[config.mk]
export PLATFORM = sky130hd
export DESIGN_NAME = filter_peak_detector
export DESIGN_NICKNAME = d
export VERILOG_FILES = /design/src/rtl/filter_peak_detector.sv
export SDC_FILE = /design/constraint.sdc
export NUM_CORES = 1
export LEC_CHECK = 0
export ABC_AREA = 1
export CAP_MARGIN = 40
export CORE_ASPECT_RATIO = 0.8
export CORE_MARGIN = 3
export CORE_UTILIZATION = 30
export DETAILED_ROUTE_END_ITERATION = 8
export SLEW_MARGIN = 20
export SYNTH_ARGS = -nofsm -noshare
export SYNTH_HDL_FRONTEND = slang
export SYNTH_SLANG_ARGS = --single-unit
[constraint.sdc]
create_clock -name clk -period 3.1 [get_ports clk]
set_input_delay 0.62 -clock clk [delete_from_list [all_inputs] [get_ports clk]]
set_output_delay 0.62 -clock clk [all_outputs]
set_load 0.02 [all_outputs]
[src/rtl/filter_peak_detector.sv]
// Pulse peak detector on the shaped sample stream: peak amplitude, peak time and width per pulse.
// Optional FPD_STATS_EN adds saturating event_count / drop_count outputs.
module filter_peak_detector #(
    parameter int DATA_W    = 16,
    parameter int TS_W      = 32,
    parameter int WIDTH_W   = 8,
    parameter int MIN_WIDTH = 2,
    parameter int HOLDOFF   = 8
) (
    input  logic                     clk,
    input  logic                     reset,
    input  logic signed [DATA_W-1:0] filter_data,
    input  logic signed [DATA_W-1:0] threshold,
    output logic                     out_valid,
    input  logic                     out_ready,
    output logic signed [DATA_W-1:0] peak_amp,
    output logic [TS_W-1:0]          peak_time,
    output logic [WIDTH_W-1:0]       peak_width,
    output logic                     dropped
`ifdef FPD_STATS_EN
    ,
    output logic [15:0]              event_count,
    output logic [15:0]              drop_count
`endif
);

    localparam int HOLD_W = (HOLDOFF > 0) ? $clog2(HOLDOFF + 1) : 1;
    localparam logic [HOLD_W-1:0]  HOLD_LOAD = HOLD_W'(HOLDOFF);
    localparam logic [WIDTH_W-1:0] WIDTH_MAX = '1;
    localparam logic [WIDTH_W-1:0] MIN_W     = WIDTH_W'(MIN_WIDTH);

    typedef enum logic [1:0] {IDLE, ABOVE, HOLD} state_t;

    state_t                     state, state_next;
    logic [TS_W-1:0]            timestamp;
    logic signed [DATA_W-1:0]   max_amp, max_next;
    logic [TS_W-1:0]            max_time, time_next;
    logic [WIDTH_W-1:0]         width_cnt, width_next;
    logic [HOLD_W-1:0]          hold_cnt, hold_next;
    logic                       above;
    logic                       accept;

    function automatic logic [WIDTH_W-1:0] sat_inc_width(input logic [WIDTH_W-1:0] v);
        return (v == WIDTH_MAX) ? v : v + WIDTH_W'(1);
    endfunction

    function automatic logic [15:0] sat_inc16(input logic [15:0] v);
        return (v == 16'hFFFF) ? v : v + 16'd1;
    endfunction

    assign above = filter_data > threshold;

    always_ff @(posedge clk) begin
        if (!reset) begin
            state     <= IDLE;
            timestamp <= '0;
            max_amp   <= '0;
            max_time  <= '0;
            width_cnt <= '0;
            hold_cnt  <= '0;
        end else begin
            state     <= state_next;
            timestamp <= timestamp + TS_W'(1);
            max_amp   <= max_next;
            max_time  <= time_next;
            width_cnt <= width_next;
            hold_cnt  <= hold_next;
        end
    end

    always_comb begin
        state_next = state;
        max_next   = max_amp;
        time_next  = max_time;
        width_next = width_cnt;
        hold_next  = hold_cnt;
        accept     = 1'b0;
        case (state)
            IDLE: begin
                if (above) begin
                    state_next = ABOVE;
                    max_next   = filter_data;
                    time_next  = timestamp;
                    width_next = WIDTH_W'(1);
                end
            end
            ABOVE: begin
                if (above) begin
                    width_next = sat_inc_width(width_cnt);
                    // strict > keeps the earliest timestamp on ties
                    if (filter_data > max_amp) begin
                        max_next  = filter_data;
                        time_next = timestamp;
                    end
                end else begin
                    state_next = HOLD;
                    hold_next  = HOLD_LOAD;
                    accept     = (width_cnt >= MIN_W);
                end
            end
            HOLD: begin
                if (hold_cnt == '0) state_next = IDLE;
                else                hold_next  = hold_cnt - HOLD_W'(1);
            end
            default: state_next = IDLE;
        endcase
    end

    // Event record register: a pending, unaccepted record wins over a new event
    always_ff @(posedge clk) begin
        if (!reset) begin
            out_valid  <= 1'b0;
            peak_amp   <= '0;
            peak_time  <= '0;
            peak_width <= '0;
            dropped    <= 1'b0;
        end else begin
            dropped <= 1'b0;
            if (accept && out_valid && !out_ready) begin
                dropped <= 1'b1;
            end else if (accept) begin
                out_valid  <= 1'b1;
                peak_amp   <= max_amp;
                peak_time  <= max_time;
                peak_width <= width_cnt;
            end else if (out_valid && out_ready) begin
                out_valid <= 1'b0;
            end
        end
    end

`ifdef FPD_STATS_EN
    always_ff @(posedge clk) begin
        if (!reset) begin
            event_count <= '0;
            drop_count  <= '0;
        end else begin
            if (out_valid && out_ready)
                event_count <= sat_inc16(event_count);
            if (accept && out_valid && !out_ready)
                drop_count <= sat_inc16(drop_count);
        end
    end
`endif

endmodule

Word-level counts from Yosys, hierarchy flattened

Cells that the tools add are included.

Register bits: 152
Logic and storage cells: 67

Add/sub/neg operators: 3
Order comparisons: 3
Eq/ne operators: 10
Multiplexer cells: 24
Bitwise operators: 1
Reduce and logical (&&, ||, !) cells: 15

Operators by type and width:

| kind                                                                   | count |
|---|---|
| 32-bit two-way mux                                                     | 3 |
| 32-bit case mux with 2 select lines                                    | 1 |
| 16-bit two-way mux                                                     | 3 |
| 32-bit by 1-bit adder with 32-bit output (second input constant)       | 1 |
| 16-bit greater-than comparator                                         | 2 |
| 16-bit case mux with 2 select lines                                    | 1 |
| 8-bit two-way mux                                                      | 3 |
| 8-bit case mux with 2 select lines                                     | 1 |
| 2-bit inequality test (second input constant)                          | 7 |
| 8-bit by 1-bit adder with 8-bit output (second input constant)         | 1 |
| 8-bit equality test (second input constant)                            | 1 |
| 8-bit by 2-bit >= comparator with 1-bit output (second input constant) | 1 |
| 4-bit two-way mux                                                      | 2 |
| 4-bit case mux with 2 select lines                                     | 1 |
| 4-bit AND reduction                                                    | 2 |
| 2-bit two-way mux                                                      | 3 |
| 2-bit case mux with 3 select lines                                     | 1 |
| 3-bit AND reduction                                                    | 2 |
| 2-bit nonzero test                                                     | 3 |
| 1-bit two-way mux                                                      | 5 |
| 4-bit zero test                                                        | 1 |
| 2-bit AND reduction                                                    | 2 |
| 4-bit by 1-bit subtractor with 4-bit output (second input constant)    | 1 |
| 1-bit logical AND                                                      | 3 |
| 5 further kinds                                                        | 5 |

Longest topological paths before layout

Gate-level depths: netlist (run 1).

Depth after elaboration: 7
Mapped depth: 19

Least setup slack after synthesis (run 1)

Ideal clock, no wire load.

Path type: input to register
Start point: in threshold[15]
End point: reg max_time[20]
Setup time: 115 ps
Arrival time: 2235 ps
Slack: 750 ps
Stages: 14
Buffers on the path: 2
Cells stage by stage: inv_1 ha_1 a21oi_1 o21ai_0 a21oi_1 nand2_1 nand2_1 nand3_2 nor2_2 buf_4 buf_4 nand3_1 nand2_1 nor2_1

Word-level cells in the longest chain between the ends: 3
Elaborated cells between the ends (all ways): 4

Ends and longest elaborated chain:

| item                                     | RTL line | source |
|---|---|---|
| start, declared                          | 13       | `input logic signed [DATA_W-1:0] threshold,` |
| 16-bit greater-than comparator (*)       | 51       | `assign above = filter_data > threshold;` |
| 2-bit inequality test (no source line)   | --       |  |
| 4-bit AND reduction (no source line) (*) | --       |  |
| end signal, assigned                     | 65       | `max_time <= time_next;` |
| end, declared                            | 37       | `logic [TS_W-1:0] max_time, time_next;` |

Mark *: on every way between the ends. The rest lies on a longest branch, timed or not.
A chain may end at the register's enable or synchronous reset.

Worst setup path after layout (run 1)

Start point: in filter_data[2]
End point: reg max_amp[15]

Word-level cells in the longest chain between the ends: 3
Elaborated cells between the ends (all ways): 6

Ends and longest elaborated chain:

| item                                              | RTL line | source |
|---|---|---|
| start, declared                                   | 12       | `input logic signed [DATA_W-1:0] filter_data,` |
| 16-bit greater-than comparator (on tied branches) | 91, 51   |  |
| 2-bit inequality test (no source line)            | --       |  |
| 4-bit AND reduction (no source line) (*)          | --       |  |
| end signal, assigned                              | 64       | `max_amp <= max_next;` |
| end, declared                                     | 36       | `logic signed [DATA_W-1:0] max_amp, max_next;` |

Marks and branches as above.

==> impl_metrics.py, run 1 <==
metrics = {
    "timing": {
        "grt_setup_unrepaired": "no",
        "skew_ns": 0.00942,
        "layout_min_cycle_time_ns": 2.68,
        "setup_viol": 0,
        "fmax_mhz": 374,
        "fin_tns_setup_ns": 0,
        "maxSlewViolCount": 0,
        "relSlewSlack_pct": 58.9,
        "fin_crit_sh_pct": 86.4,
        "hold_viol": 0,
        "tightest_slew_ns": 0.611,
        "fin_hold_ws_ns": 0.469,
    },
    "yosys": {
        "synth_xor_area_share_pct": 0.820,
        "synthCells": 1101,
        "postSynthAreaPerCell_sq_um": 6.79,
        "synth_compound_area_share_pct": 7.99,
        "synth_top_flop_cell": "dfxtp_1",
        "synth.area.top_cells": "dfxtp_1 41%, nand2_1 13%, nor2_1 11%",
        "synth_warnings": 0,
        "synth_enable_flop_cells": 0,
        "synth_adder_area_share_pct": 6.02,
        "synth_simple_gate_area_share_pct": 33.2,
        "seq_area_frac_synth_pct": 40.7,
        "synth_top_family_by_area": "simple AND/OR/NAND/NOR gates",
        "netlist_area_sq_mm": 0.00748,
        "netlist.area_leader.share_pct": 40.7,
        "synthArstFlopShare_pct": 0,
        "yosysTopAreaCell": "dfxtp_1",
        "syn_nets": 1172,
        "yosys_register_bits": 152,
        "synth_mux_area_share_pct": 0,
        "synth_cell_types": 32,
    },
    "cells_and_area": {
        "area_growth_pct": 27.0,
        "utilization_pct": 38.9,
        "drive_gt1_share_pct": 5.49,
        "layout_common_cells": "253 x nand2_1, 210 x nor2_1, 152 x dfxtp_1",
        "fin_cells": 1520,
        "nets": 1261,
        "n_antenna_cell": 0,
        "fillers": 2544,
        "final_common_cell": "nand2_1",
    },
    "clocking": {
        "clkSlewWorstSetupHoldPaths_ns": 0.06,
        "clk_path_buf_depth": 2,
        "cts_sinks": 152,
        "postCtsSetupRepairBufs": 0,
        "cts-hold-fix-buffers": 0,
        "cts_tree": "built",
        "clk_latency_ns": 0.42,
        "clockRootBuffer": "clkbuf_16",
        "htree_levels": 4,
        "post_cts_resized": 0,
        "cts-buffers-inserted": 17,
    },
    "global_route": {
        "grt_pass1_vias": 6273,
        "grt_first_pass_wirelength_um": 30400,
        "grt_max_degree": 126,
        "overflow": 0,
        "antenna_found_initial": 0,
        "grt_use_total_pct": 13.5,
    },
    "route": {
        "drt_pre_antenna_iters": 5,
        "drt-vias-per-instance": 4.36,
        "avgRoutedWirePerCell_um": 11.6,
        "drc": 0,
        "drt_iter0_markers": 395,
        "drt_wl_total_um": 17600,
        "via_count": 6628,
        "final_antenna_net_count": 0,
    },
    "critical_path": {
        "end_kind": "flop",
        "crit_required_ns": 3.41,
        "path_class": "in2reg",
        "cp.arrival_ns": 2.99,
        "path_max_fanout": 21,
        "start_kind": "input port",
    },
    "die": {
        "core_sq_mm": 0.0244,
        "dieWidth_um": 183,
        "ios": 93,
        "die_y_um": 147,
        "dieArea_sq_mm": 0.0269,
        "core.rowCount": 51,
        "initial_core_util_pct": 30.6,
    },
    "placed_design": {
        "hpwl_um": 12100,
        "gp_congestion": 0.804,
        "port_buffers": 92,
        "dp_cells": 1489,
    },
    "job": {
        "drv_cap": 0,
    },
    "outcome": {
        "status": "finished clean",
    },
    "power_and_ir_drop": {
        "vdd_drop_max_mv": 0.273,
        "power_density_mw_per_mm2": 567,
        "p_leak_uw": 0.00441,
    },
    "hold_path": {
        "min-delay-path-class": "reg2reg",
    },
}
Yosys cell counts, drive strengths merged, types with 5 or more instances:
cell and n:
a21oi 93, buf 33, clkbuf 16, dfxtp 152, ha 36, inv 149, nand2 254, nand3 54
nand3b 20, nand4 14, nor2 211, nor3 19, nor4 10, o21ai 19, xor2 5
cell type report:
| type | count | area [sq um] | share of cell area [%] |
|---|---|---|---|
| multi-input combinational | 749 | 3610 | 38.0 |
| sequential | 152 | 3040 | 32.0 |
| timing repair buffer | 119 | 1230 | 13.0 |
| inverter | 151 | 567 | 5.97 |
| clock buffer | 20 | 447 | 4.70 |
| tap | 318 | 398 | 4.19 |
| clock inverter | 11 | 196 | 2.07 |
routing by layer:
metal / track usage [%] / vias up / wire length, um
met2: 19.9 / 91 / 7210
met5: 0 / - / 0
met1: 19.5 / 2899 / 9480
met4: 2.82 / 0 / 120
li1: - / 3632 / -
met3: 4.21 / 6 / 794
cells by family (layout without fill, tap and decap cells):
logic type | after synthesis | count (layout)
compound gates | 117 | 117
xor+xnor | 7 | 7
fa+ha+maj | 36 | 36
buf+inv | 200 | 301
flops | 152 | 152
simple gates | 589 | 589
through the flow:
step	area (sq um)	setup WS (ns)	total power, uW
6_report	9500	0.423	5380
5_1_grt	9500	0.170	5690
4_1_cts	9500	0.439	5460
3_5_place_dp	8850	0.0141	3150
3_3_place_gp	8850	-0.0103	3130
2_1_floorplan	7480	0.750	2860
path summary, 6_finish.rpt:
path                                startpoint            end  slack, ns  cells after the start
worst max-delay path            filter_data[2]    max_amp[15]       0.42                     17
worst min-delay path              timestamp[0]   timestamp[0]       0.47                      1
worst max register to register    timestamp[0]  timestamp[30]       0.75                     12
worst min register to register    timestamp[0]   timestamp[0]       0.47                      1
report_power, final:
group          switching, uW  internal, uW
clock                    837          1450
combinational            517           393
sequential              90.1          2100
registers in the layout, indices dropped and copies added (netlist names):
name        flops
width_cnt       8
max_amp        16
state           2
out_valid       1
peak_amp       16
peak_width      8
dropped         1
max_time       32
peak_time      32
hold_cnt        4
timestamp      32
worst max-delay path, stage by stage:
cell and delay, ns:
clkdlybuf4s50_1 0.50, ha_1 0.33, nand2_1 0.09, inv_1 0.04
nand2_1 0.05, nand2_1 0.04, nand2_1 0.05, nand2_1 0.07
nand2_1 0.12, nand2_1 0.08, nand2_1 0.08, nand3_2 0.17
nor2_4 0.24, buf_4 0.28, nand3b_1 0.11, nand2_1 0.07
nor2_1 0.04
Note: power is estimated with default switching activity, not from simulation.
==> inputs of run 2 (changes only) <==
CORE_MARGIN = default   (was 3)
==> run 2 against run 1 <==
  * Clock power fell by 4%
  * Combinational power fell by 2.7%
  * Total power fell by 2.1%
  * Die area fell by 4.8%
  * Maximum frequency fell by 1.7%
  * Critical path type unchanged
  * Critical endpoint is now max_time[1]
  * Largest cell class unchanged
==> impl_metrics.py, run 2 (same netlist as run 1, synthesis figures left out) <==
metrics = {
    "placed_design": {
        "dp_slack_ns": -0.0792,
        "gp_congestion": 0.809,
        "port_buffers": 92,
        "hpwl_um": 11800,
    },
    "clocking": {
        "clockRootBuffer": "clkbuf_16",
        "cts-buffers-inserted": 17,
        "cts_sinks": 152,
        "clk_latency_ns": 0.43,
        "clk_path_buf_depth": 2,
        "cts-hold-fix-buffers": 0,
        "cts_tree": "built",
        "htree_levels": 4,
        "post_cts_resized": 0,
        "clkSlewWorstSetupHoldPaths_ns": 0.06,
        "postCtsSetupRepairBufs": 0,
    },
    "cells_and_area": {
        "n_antenna_cell": 0,
        "drive_gt1_share_pct": 5.10,
        "top_regs": "max_time: 32 flops, peak_time: 32 flops, timestamp: 32 flops",
        "area_growth_pct": 25.7,
        "nets": 1253,
        "final_common_cell": "nand2_1",
        "layout_common_cells": "253 x nand2_1, 210 x nor2_1, 152 x dfxtp_1",
    },
    "power_and_ir_drop": {
        "p_total_uw": 5270,
        "power.switching_uw": 1480,
        "p_leak_uw": 0.00435,
        "vdd_drop_max_mv": 0.327,
        "power_frac_seq_pct": 41.5,
        "internal_power_uw": 3780,
        "p_comb_share_pct": 16.8,
        "swShare_pct": 28.2,
        "power_density_mw_per_mm2": 560,
        "clkPwrFrac_pct": 41.7,
    },
    "critical_path": {
        "crit_required_ns": 3.42,
        "cp_common_cell": "nand2_1",
        "worst_path_dominant_cell_family": "simple AND/OR/NAND/NOR gates",
        "start_kind": "input port",
        "crit_path_top_delay_cell": "clkdlybuf4s50_1",
        "cp_num_buf_inv": 3,
        "cpPeakStageDelay_ns": 0.45,
        "path_max_fanout": 27,
        "end_kind": "flop",
        "cp.arrival_ns": 3.05,
        "path_cells": "clkdlybuf4s50_1 -> ha_1 -> nand2_1 -> nor4_1 -> buf_4 -> nand2_1 -> nand3_1 -> nand3_1 -> nand2_2 -> buf_12 -> nand3b_1 -> nand2_1 -> nor2_1",
        "critical_path_depth": 13,
        "r2r_start": "max_amp[15]",
        "path_class": "in2reg",
        "worst_r2r_path_depth": 13,
        "r2r-end": "max_time[1]",
        "rrSetupSlack_ns": 0.62,
    },
    "route": {
        "final_antenna_net_count": 0,
        "drc": 0,
        "drt_wl_total_um": 17700,
        "drt_iter0_markers": 454,
        "drt_pre_antenna_iters": 5,
        "avgRoutedWirePerCell_um": 11.7,
        "drt-vias-per-instance": 4.42,
        "via_count": 6683,
    },
    "die": {
        "ios": 93,
        "core.rowCount": 51,
        "core_sq_mm": 0.0244,
        "dieArea_sq_mm": 0.0256,
        "die_y_um": 143,
        "dieWidth_um": 179,
        "initial_core_util_pct": 30.7,
    },
    "global_route": {
        "grt_first_pass_wirelength_um": 30100,
        "grt_pass1_vias": 6131,
        "grt_use_total_pct": 14.7,
        "grt_max_degree": 79,
        "overflow": 0,
        "antenna_found_initial": 0,
    },
    "timing": {
        "tightest_slew_ns": 0.615,
        "setup_viol": 0,
        "layout_min_cycle_time_ns": 2.72,
        "fin_crit_sh_pct": 87.8,
        "grt_setup_unrepaired": "no",
        "setup_slack_ns": 0.377,
        "fmax_mhz": 367,
        "skew_ns": 0.00895,
        "maxSlewViolCount": 0,
        "relSlewSlack_pct": 58.6,
        "hold_viol": 0,
    },
    "hold_path": {
        "holdPathEnd": "timestamp[0]",
        "hp-start": "timestamp[0]",
        "hold_depth": 1,
        "min-delay-path-class": "reg2reg",
    },
    "job": {
        "drv_cap": 0,
    },
    "outcome": {
        "status": "finished clean",
    },
}
## run 2: area by class of cell
| type | instances | area [sq um] |
|---|---|---|
| Inverter | 151 | 567 |
| Tap cell | 318 | 398 |
| Multi-Input combinational cell | 749 | 3610 |
| Clock inverter | 13 | 166 |
| Clock buffer | 19 | 453 |
| Timing Repair Buffer | 111 | 1160 |
| Sequential cell | 152 | 3040 |
| Fill cell | 2583 | 15000 |
## run 2: power by group through the flow
stage | Clock [uW] | Combinational [uW] | Sequential [uW]
2_1_floorplan | 0 | 647 | 2220
3_3_place_gp | 0 | 868 | 2230
3_5_place_dp | 0 | 889 | 2230
4_1_cts | 2260 | 894 | 2190
5_1_grt | 2350 | 1030 | 2200
6_report | 2200 | 885 | 2190
## run 2: worst register-to-register path, cell delays in order, from the launching register on
cell and delay [ns]:
dfxtp_1 0.37, inv_1 0.06, ha_1 0.33, nand2_1 0.10, nor4_1 0.43, buf_4 0.19
nand2_1 0.10, nand3_1 0.09, nand3_1 0.09, nand2_2 0.19, buf_12 0.21, nand3b_1 0.11
nand2_1 0.07, nor2_1 0.04
## run 2: metal layers
metal  part of all wire (%)  wire length, um  up-vias  global-route usage, %
met3                    4.0              703       20                   2.82
met5                      0                0        -                      0
met2                     40             7140      102                   21.0
li1                       -                -     3618                      -
met4                    1.4              248        0                   5.35
met1                     54             9620     2943                   21.6
## run 2: metrics by stage
| step | utilization [%] | instance area [sq um] | setup TNS (ns) | cells | hold WS, ns |
|---|---|---|---|---|---|
| after global placement | 35.9 | 8760 | -1.37 | 1480 | 0.449 |
| after detailed placement | 35.9 | 8760 | -2.28 | 1480 | 0.466 |
| after CTS | 38.5 | 9380 | 0 | 1512 | 0.475 |
| final | 38.6 | 9400 | 0 | 1513 | 0.471 |
| after global routing | 38.6 | 9400 | 0 | 1513 | 0.508 |
| after floorplan | - | 7480 | 0 | 1101 | 0.430 |
## run 2: how the worst max path moves through the flow
stage,startpoint,to,slack (ns)
after floorplan,threshold[15],max_time[20],0.75
after global placement,filter_data[15],max_time[18],-0.06
after detailed placement,filter_data[15],max_time[26],-0.08
after CTS,filter_data[15],max_time[26],0.36
after global routing,filter_data[15],max_time[1],0.17
final,filter_data[15],max_time[1],0.38
